**config.mk**
```make
export PLATFORM = sky130hd
export DESIGN_NAME = arbitro_vc
export DESIGN_NICKNAME = d
export VERILOG_FILES = /design/src/rtl/arbitro_vc.sv
export SDC_FILE = /design/constraint.sdc
export NUM_CORES = 1
export LEC_CHECK = 0
export BUFFER_PORTS_ARGS = -buffer_cell sky130_fd_sc_hd__buf_2
export CORE_ASPECT_RATIO = 0.6
export CORE_MARGIN = 2
export CORE_UTILIZATION = 40
export DETAILED_ROUTE_END_ITERATION = 8
export GPL_TIMING_DRIVEN = 0
export HOLD_SLACK_MARGIN = 0.02
export PLACE_DENSITY_LB_ADDON = 0.15
export SLEW_MARGIN = 40
export SYNTH_ARGS = -nofsm -noshare
export SYNTH_HDL_FRONTEND = slang
export SYNTH_SLANG_ARGS = --single-unit
```
**constraint.sdc**
```tcl
create_clock -name clk -period 1.3 [get_ports clk]
set_input_delay 0.065 -clock clk [delete_from_list [all_inputs] [get_ports clk]]
set_output_delay 0.065 -clock clk [all_outputs]
set_load 0.03 [all_outputs]
```
**src/rtl/arbitro_vc.sv**
```systemverilog
// Weighted two-VC arbiter: pops one word per cycle from VC0/VC1 and steers it to D0/D1
// by its destination bit, honouring destination almost_full and the control FSM's active gate.
module arbitro_vc #(
  parameter int BW         = 6,
  parameter int VC0_WEIGHT = 4,
  parameter int WW         = 3,
  parameter int CW         = 8
) (
  input  logic          clk,
  input  logic          reset,
  input  logic          active,
  input  logic          vc0_empty,
  input  logic          vc1_empty,
  input  logic [BW-1:0] vc0_data,
  input  logic [BW-1:0] vc1_data,
  input  logic          d0_almost_full,
  input  logic          d1_almost_full,
  output logic          pop_vc0,
  output logic          pop_vc1,
  output logic          push_d0,
  output logic          push_d1,
  output logic [BW-1:0] data_out,
  output logic [1:0]    arb_state,
  output logic [CW-1:0] cnt_d0,
  output logic [CW-1:0] cnt_d1
);

  typedef enum logic [1:0] {
    IDLE = 2'b00,
    SRV0 = 2'b01,
    SRV1 = 2'b10
  } arb_state_t;

  localparam logic [WW-1:0] WEIGHT_MAX = WW'(VC0_WEIGHT);

  arb_state_t    state_q, state_d;
  logic [WW-1:0] wcnt_q, wcnt_d;
  logic          push_d0_q, push_d0_d;
  logic          push_d1_q, push_d1_d;
  logic [BW-1:0] data_q, data_d;
  logic [CW-1:0] cnt_d0_q, cnt_d0_d;
  logic [CW-1:0] cnt_d1_q, cnt_d1_d;

  logic vc0_af, vc1_af;
  logic elig0, elig1;
  logic gnt0, gnt1;

  // Each VC only looks at the destination its own head word targets, so a
  // blocked head on one VC never stalls the other.
  always_comb begin
    vc0_af = vc0_data[BW-1] ? d1_almost_full : d0_almost_full;
    vc1_af = vc1_data[BW-1] ? d1_almost_full : d0_almost_full;
    elig0  = active & ~vc0_empty & ~vc0_af;
    elig1  = active & ~vc1_empty & ~vc1_af;
    gnt1   = elig1 & (~elig0 | (wcnt_q == WEIGHT_MAX));
    gnt0   = elig0 & ~gnt1;
  end

  assign pop_vc0 = gnt0 & ~reset;
  assign pop_vc1 = gnt1 & ~reset;

  // NOTE: every variable gets a default before any branch so no latch is inferred.
  always_comb begin
    state_d   = IDLE;
    wcnt_d    = wcnt_q;
    push_d0_d = 1'b0;
    push_d1_d = 1'b0;
    data_d    = data_q;
    cnt_d0_d  = cnt_d0_q + CW'(push_d0_q);
    cnt_d1_d  = cnt_d1_q + CW'(push_d1_q);
    if (gnt0) begin
      state_d   = SRV0;
      data_d    = vc0_data;
      push_d0_d = ~vc0_data[BW-1];
      push_d1_d = vc0_data[BW-1];
      if (wcnt_q != WEIGHT_MAX) wcnt_d = wcnt_q + 1'b1;
    end else if (gnt1) begin
      state_d   = SRV1;
      data_d    = vc1_data;
      push_d0_d = ~vc1_data[BW-1];
      push_d1_d = vc1_data[BW-1];
      wcnt_d    = '0;
    end
  end

  // NOTE: sequential state uses non-blocking assignments so all flops update together.
  always_ff @(posedge clk or posedge reset) begin
    if (reset) begin
      state_q   <= IDLE;
      wcnt_q    <= '0;
      push_d0_q <= 1'b0;
      push_d1_q <= 1'b0;
      data_q    <= '0;
      cnt_d0_q  <= '0;
      cnt_d1_q  <= '0;
    end else begin
      state_q   <= state_d;
      wcnt_q    <= wcnt_d;
      push_d0_q <= push_d0_d;
      push_d1_q <= push_d1_d;
      data_q    <= data_d;
      cnt_d0_q  <= cnt_d0_d;
      cnt_d1_q  <= cnt_d1_d;
    end
  end

  assign push_d0   = push_d0_q;
  assign push_d1   = push_d1_q;
  assign data_out  = data_q;
  assign arb_state = state_q;
  assign cnt_d0    = cnt_d0_q;
  assign cnt_d1    = cnt_d1_q;

endmodule

```
Yosys cells after proc, flatten, opt, wreduce, memory -nomap -nowiden

Index checks and enable logic that the tools add are counted.

Register bits: 29
Input bits: 19

Add/subtract/negate cells: 3
Eq/ne operators: 3
Multiplexer cells: 13
Bitwise logic cells: 18
Reduce and logical (&&, ||, !) cells: 2

Operator list:

| kind                | count |
|---|---|
| $add 8x1->8         | 2 |
| $mux 6              | 2 |
| $mux 3              | 3 |
| $not 1->1           | 9 |
| $and 1x1->1         | 8 |
| $mux 1              | 6 |
| $mux 2              | 2 |
| $add 3x1->3 const B | 1 |
| $eq 3x3->1 const B  | 1 |
| $ne 3x3->1 const B  | 1 |
| $ne 2x1->1 const B  | 1 |
| $reduce_and 2->1    | 1 |
| $reduce_bool 2->1   | 1 |
| $or 1x1->1          | 1 |

Depth between registers and ports, before layout

Depth in word-level cells: 10
Mapped depth: 5
Depth with buffers taken out: 5

Worst setup path before layout

No wires, ideal clock.

Kind: register to output
Start point: register wcnt_q[0]
End point: output pop_vc1
Arrival: 1466 ps
Setup slack: -231 ps
Cell stages (with the launch flop): 6
Buffers on the path: 0
Path through: dfrtp_1 inv_1 ha_1 nand2_1 a311oi_4 and2_1

Longest elaborated chain between the ends: 4

RTL lines:

| what                     | RTL line | text |
|---|---|---|
| start: declaration       | 37       | `logic [WW-1:0] wcnt_q, wcnt_d;` |
| start signal: assignment | 98       | `wcnt_q <= wcnt_d;` |
| $eq 3x3->1               | 55       | `gnt1 = elig1 & (~elig0 \| (wcnt_q == WEIGHT_MAX));` |
| $or 1x1->1               | 55       |  |
| $and 1x1->1              | 55       |  |
| $and 1x1->1              | 60       | `assign pop_vc1 = gnt1 & ~reset;` |
| end: declaration         | 19       | `output logic pop_vc1,` |

Every way passes these cells.

Worst setup path after layout

Same ends and word-level chain as after synthesis.

==> flow_metrics.env <==
export IMPL_antenna_found_initial=0
export IMPL_hpwlAfterDp_um=2350
export IMPL_critPathArrivalTime_ns=1.64
export IMPL_met3_usage=0.05576
export IMPL_fin_cells=231
export IMPL_p_per_area_nw_per_um2=1598
export IMPL_seqCellArea_um2=730.7
export IMPL_synthCells=124
export IMPL_clk_root_buffer_cell="clkbuf_8"
export IMPL_grtUsageMet1=0.2125
export IMPL_run_status="finished, violations left"
export IMPL_violations="hold timing, setup timing"
export IMPL_drt_iter0_markers=28
export IMPL_rsz0062_at_grt="yes"
export IMPL_critPathKind="reg -> out"
export IMPL_drive_gt1_frac=0.5054
export IMPL_maxClockFrequency_mhz=585.5
export IMPL_num_io_pins=47
export IMPL_cts_tree="built"
export IMPL_holdWs_ns=-0.1368
export IMPL_path_cells="inv_2 > ha_4 > nand2_4 > a311oi_4 > and2_4 > buf_6"
export IMPL_globalplace_congestion=0.8991
export IMPL_critical_path_max_stage_delay_ns=0.40
export IMPL_worst_path_buf_inv=2
export IMPL_die_w_um=81.33
export IMPL_grt_pass1_wl_um=5513
export IMPL_track_usage=0.1839
export IMPL_dp_slack_ns=-0.4480
export IMPL_endpoint_kind="output port"
export IMPL_clock_sinks=29
export IMPL_crit_path_top_delay_cell="dfrtp_1"
export IMPL_worst_skew_pair_late_latency_ns=0.28
export IMPL_drt_pass1_iter_count=4
export IMPL_drv_slew=0
export IMPL_p_total_mw=3.229
export IMPL_nets=210
export IMPL_power_leakage_nw=0.9803
export IMPL_gr_usage_met2=0.3115
export IMPL_hold_violations=29
export IMPL_min_path_type="in -> async"
export IMPL_worstPathMaxFanout=4
export IMPL_clk_pin_slew_worst_paths_ns=0.06
export IMPL_vias=1211
export IMPL_htreeDepth=2
export IMPL_dieHeight_um=50.40
export IMPL_grt_busiest_layer="met2"
export IMPL_grt_pass1_vias=1199
export IMPL_setup_viol=12
export IMPL_area_delta_synth_final_pct=40.80
export IMPL_syn_avg_cell_area_um2=11.57
export IMPL_drt_wl_total_um=3428
export IMPL_avgViaCountPerCell=5.242
export IMPL_synth_nets=149
export IMPL_dp_cells=215
export IMPL_worstPathRequired_ns=1.24
export IMPL_ys_warnings_count=0
export IMPL_worst_pin_slew_ns=0.5984
export IMPL_cpLargestDelayFamily="flip-flops"
export IMPL_maxSlewHeadroom=0.5932
export IMPL_core_area_um2=3343
export IMPL_finClkSkew_ns=0.005218
export IMPL_cts_buffer_depth=2
export IMPL_cts_made_buffers=5
export IMPL_ys_ff_latch=29
export IMPL_synth_area_um2=1435
export IMPL_fill_cells=265
export IMPL_drv_cap=0
export IMPL_drtAntennaViolNets=0
export IMPL_multi_input_area_um2=778.2
export IMPL_wl_per_cell_um=14.84
export IMPL_worstSetupStartpointType="flip-flop"
export IMPL_timing_final_ws_setup_ns=-0.4080
export IMPL_port_buffer_count=46
export IMPL_synth_distinct_cells=32
export IMPL_yosysSeqAreaShare=0.5057
export IMPL_initial_core_util=0.4293
export IMPL_grt_max_degree=32
export IMPL_peakVddDrop_mv=0.8825
export IMPL_gr_total_overflow=0
export IMPL_placementRows=16
export IMPL_fin_crit_sh=1.314
export IMPL_antenna_cells=0
export IMPL_dieArea_um2=4099
export IMPL_fin_crit_ns=1.708
export IMPL_drc=0
-- where the power goes --
group          leakage (nW)  internal, mW  switching (mW)
Combinational         0.576         0.471           0.728
Sequential            0.365          1.12           0.226
Clock                0.0395         0.379           0.308
-- cell usage after synthesis, drive strengths merged --
| master | number | area [µm²] |
|---|---|---|
| o21ai | 1 | 5.000 |
| o32ai | 1 | 8.760 |
| nand3 | 4 | 20.02 |
| o221ai | 1 | 8.760 |
| or2 | 2 | 12.51 |
| clkbuf | 2 | 8.750 |
| mux2 | 3 | 33.78 |
| and4 | 1 | 8.760 |
| a221oi | 10 | 87.58 |
| nor4bb | 2 | 20.02 |
| nand2b | 2 | 12.51 |
| nor3b | 2 | 15.01 |
| a32oi | 1 | 8.760 |
| inv | 16 | 60.06 |
| nor3 | 3 | 15.01 |
| xnor2 | 6 | 52.55 |
| a22o | 2 | 17.52 |
| nand4 | 2 | 12.51 |
| and3 | 2 | 12.51 |
| nor2 | 2 | 7.510 |
| ha | 6 | 75.07 |
| o31ai | 1 | 7.510 |
| xor2 | 6 | 52.55 |
| o211ai | 1 | 7.510 |
| a311oi | 2 | 52.55 |
| mux2i | 2 | 27.53 |
| nand2 | 6 | 22.52 |
| a21oi | 1 | 5.000 |
| nor2b | 2 | 12.51 |
| dfrtp | 29 | 725.7 |
| and2 | 3 | 18.77 |
-- sequential cells by signal, summed over array words and instances (netlist names) --
name / cells
push_d1: 1
cnt_d0: 8
cnt_d1: 8
push_d0: 1
wcnt_q: 3
arb_state: 2
data_out: 6
-- cell families (layout without fill, tap and decap cells) --
family / count (synthesis) / in the layout / synth area share
AOI/OAI and AO/OA: 21 / 21 / 0.1456
xor gates and xnor gates: 12 / 12 / 0.07323
adders and majority gates: 6 / 6 / 0.05231
buffers and inverters: 18 / 80 / 0.04795
DFF: 29 / 29 / 0.5057
muxes: 5 / 5 / 0.04272
and+or+nand+nor: 33 / 33 / 0.1325
-- routing by layer --
layer	routed length (µm)	part of all wire
met3	147	0.043
met1	1511	0.44
met2	1709	0.50
met4	59	0.017
met5	0	0
-- repair_timing --
item,in CTS,in global routing
hold endpoints to repair,29,29
endpoints found under the setup margin,14,16
pin swaps,2,5
resized for setup,10,9
setup buffers,5,4
-- metrics by stage --
step | utilization | instance area (µm²) | setup TNS (ns)
final | 0.6044 | 2021 | -2.428
after global routing | 0.6044 | 2021 | -3.101
after CTS | 0.5831 | 1949 | -2.016
after detailed placement | 0.5374 | 1797 | -3.314
after global placement | 0.5374 | 1797 | -2.923
after floorplan | - | 1510 | -0.7515
-- cell usage in the layout, fill, tap and decap left out, types with 4 or more instances in the layout --
master / count
xor2_1: 6
a221oi_1: 7
buf_2: 44
xnor2_1: 6
ha_4: 5
clkbuf_8: 5
buf_4: 7
nand2_1: 5
dfrtp_2: 4
clkbuf_1: 4
dfrtp_1: 25
inv_1: 13
-- layout make-up --
type,count,share of cell area
timing repair buffer,54,0.1517
multi-input combinational,77,0.3851
tap,45,0.02786
buffer,2,0.004334
sequential,29,0.3616
clock buffer,8,0.03963
inverter,16,0.02972
-- worst paths after layout --
| kind | start | to | slack, ns | cells after the start |
|---|---|---|---|---|
| setup / recovery | wcnt_q[0] | pop_vc1 | -0.41 | 6 |
| hold / removal | reset | wcnt_q[2] | -0.14 | 2 |
| setup reg to reg | wcnt_q[0] | push_d1 | -0.22 | 6 |
| hold reg to reg | cnt_d1[7] | cnt_d1[7] | 0.47 | 1 |
| max in group asynchronous | reset | push_d0 | 1.00 | 2 |
| min in group clk | vc0_data[2] | data_out[2] | 0.03 | 3 |
No activity file was read; power rests on OpenSTA's default activity.
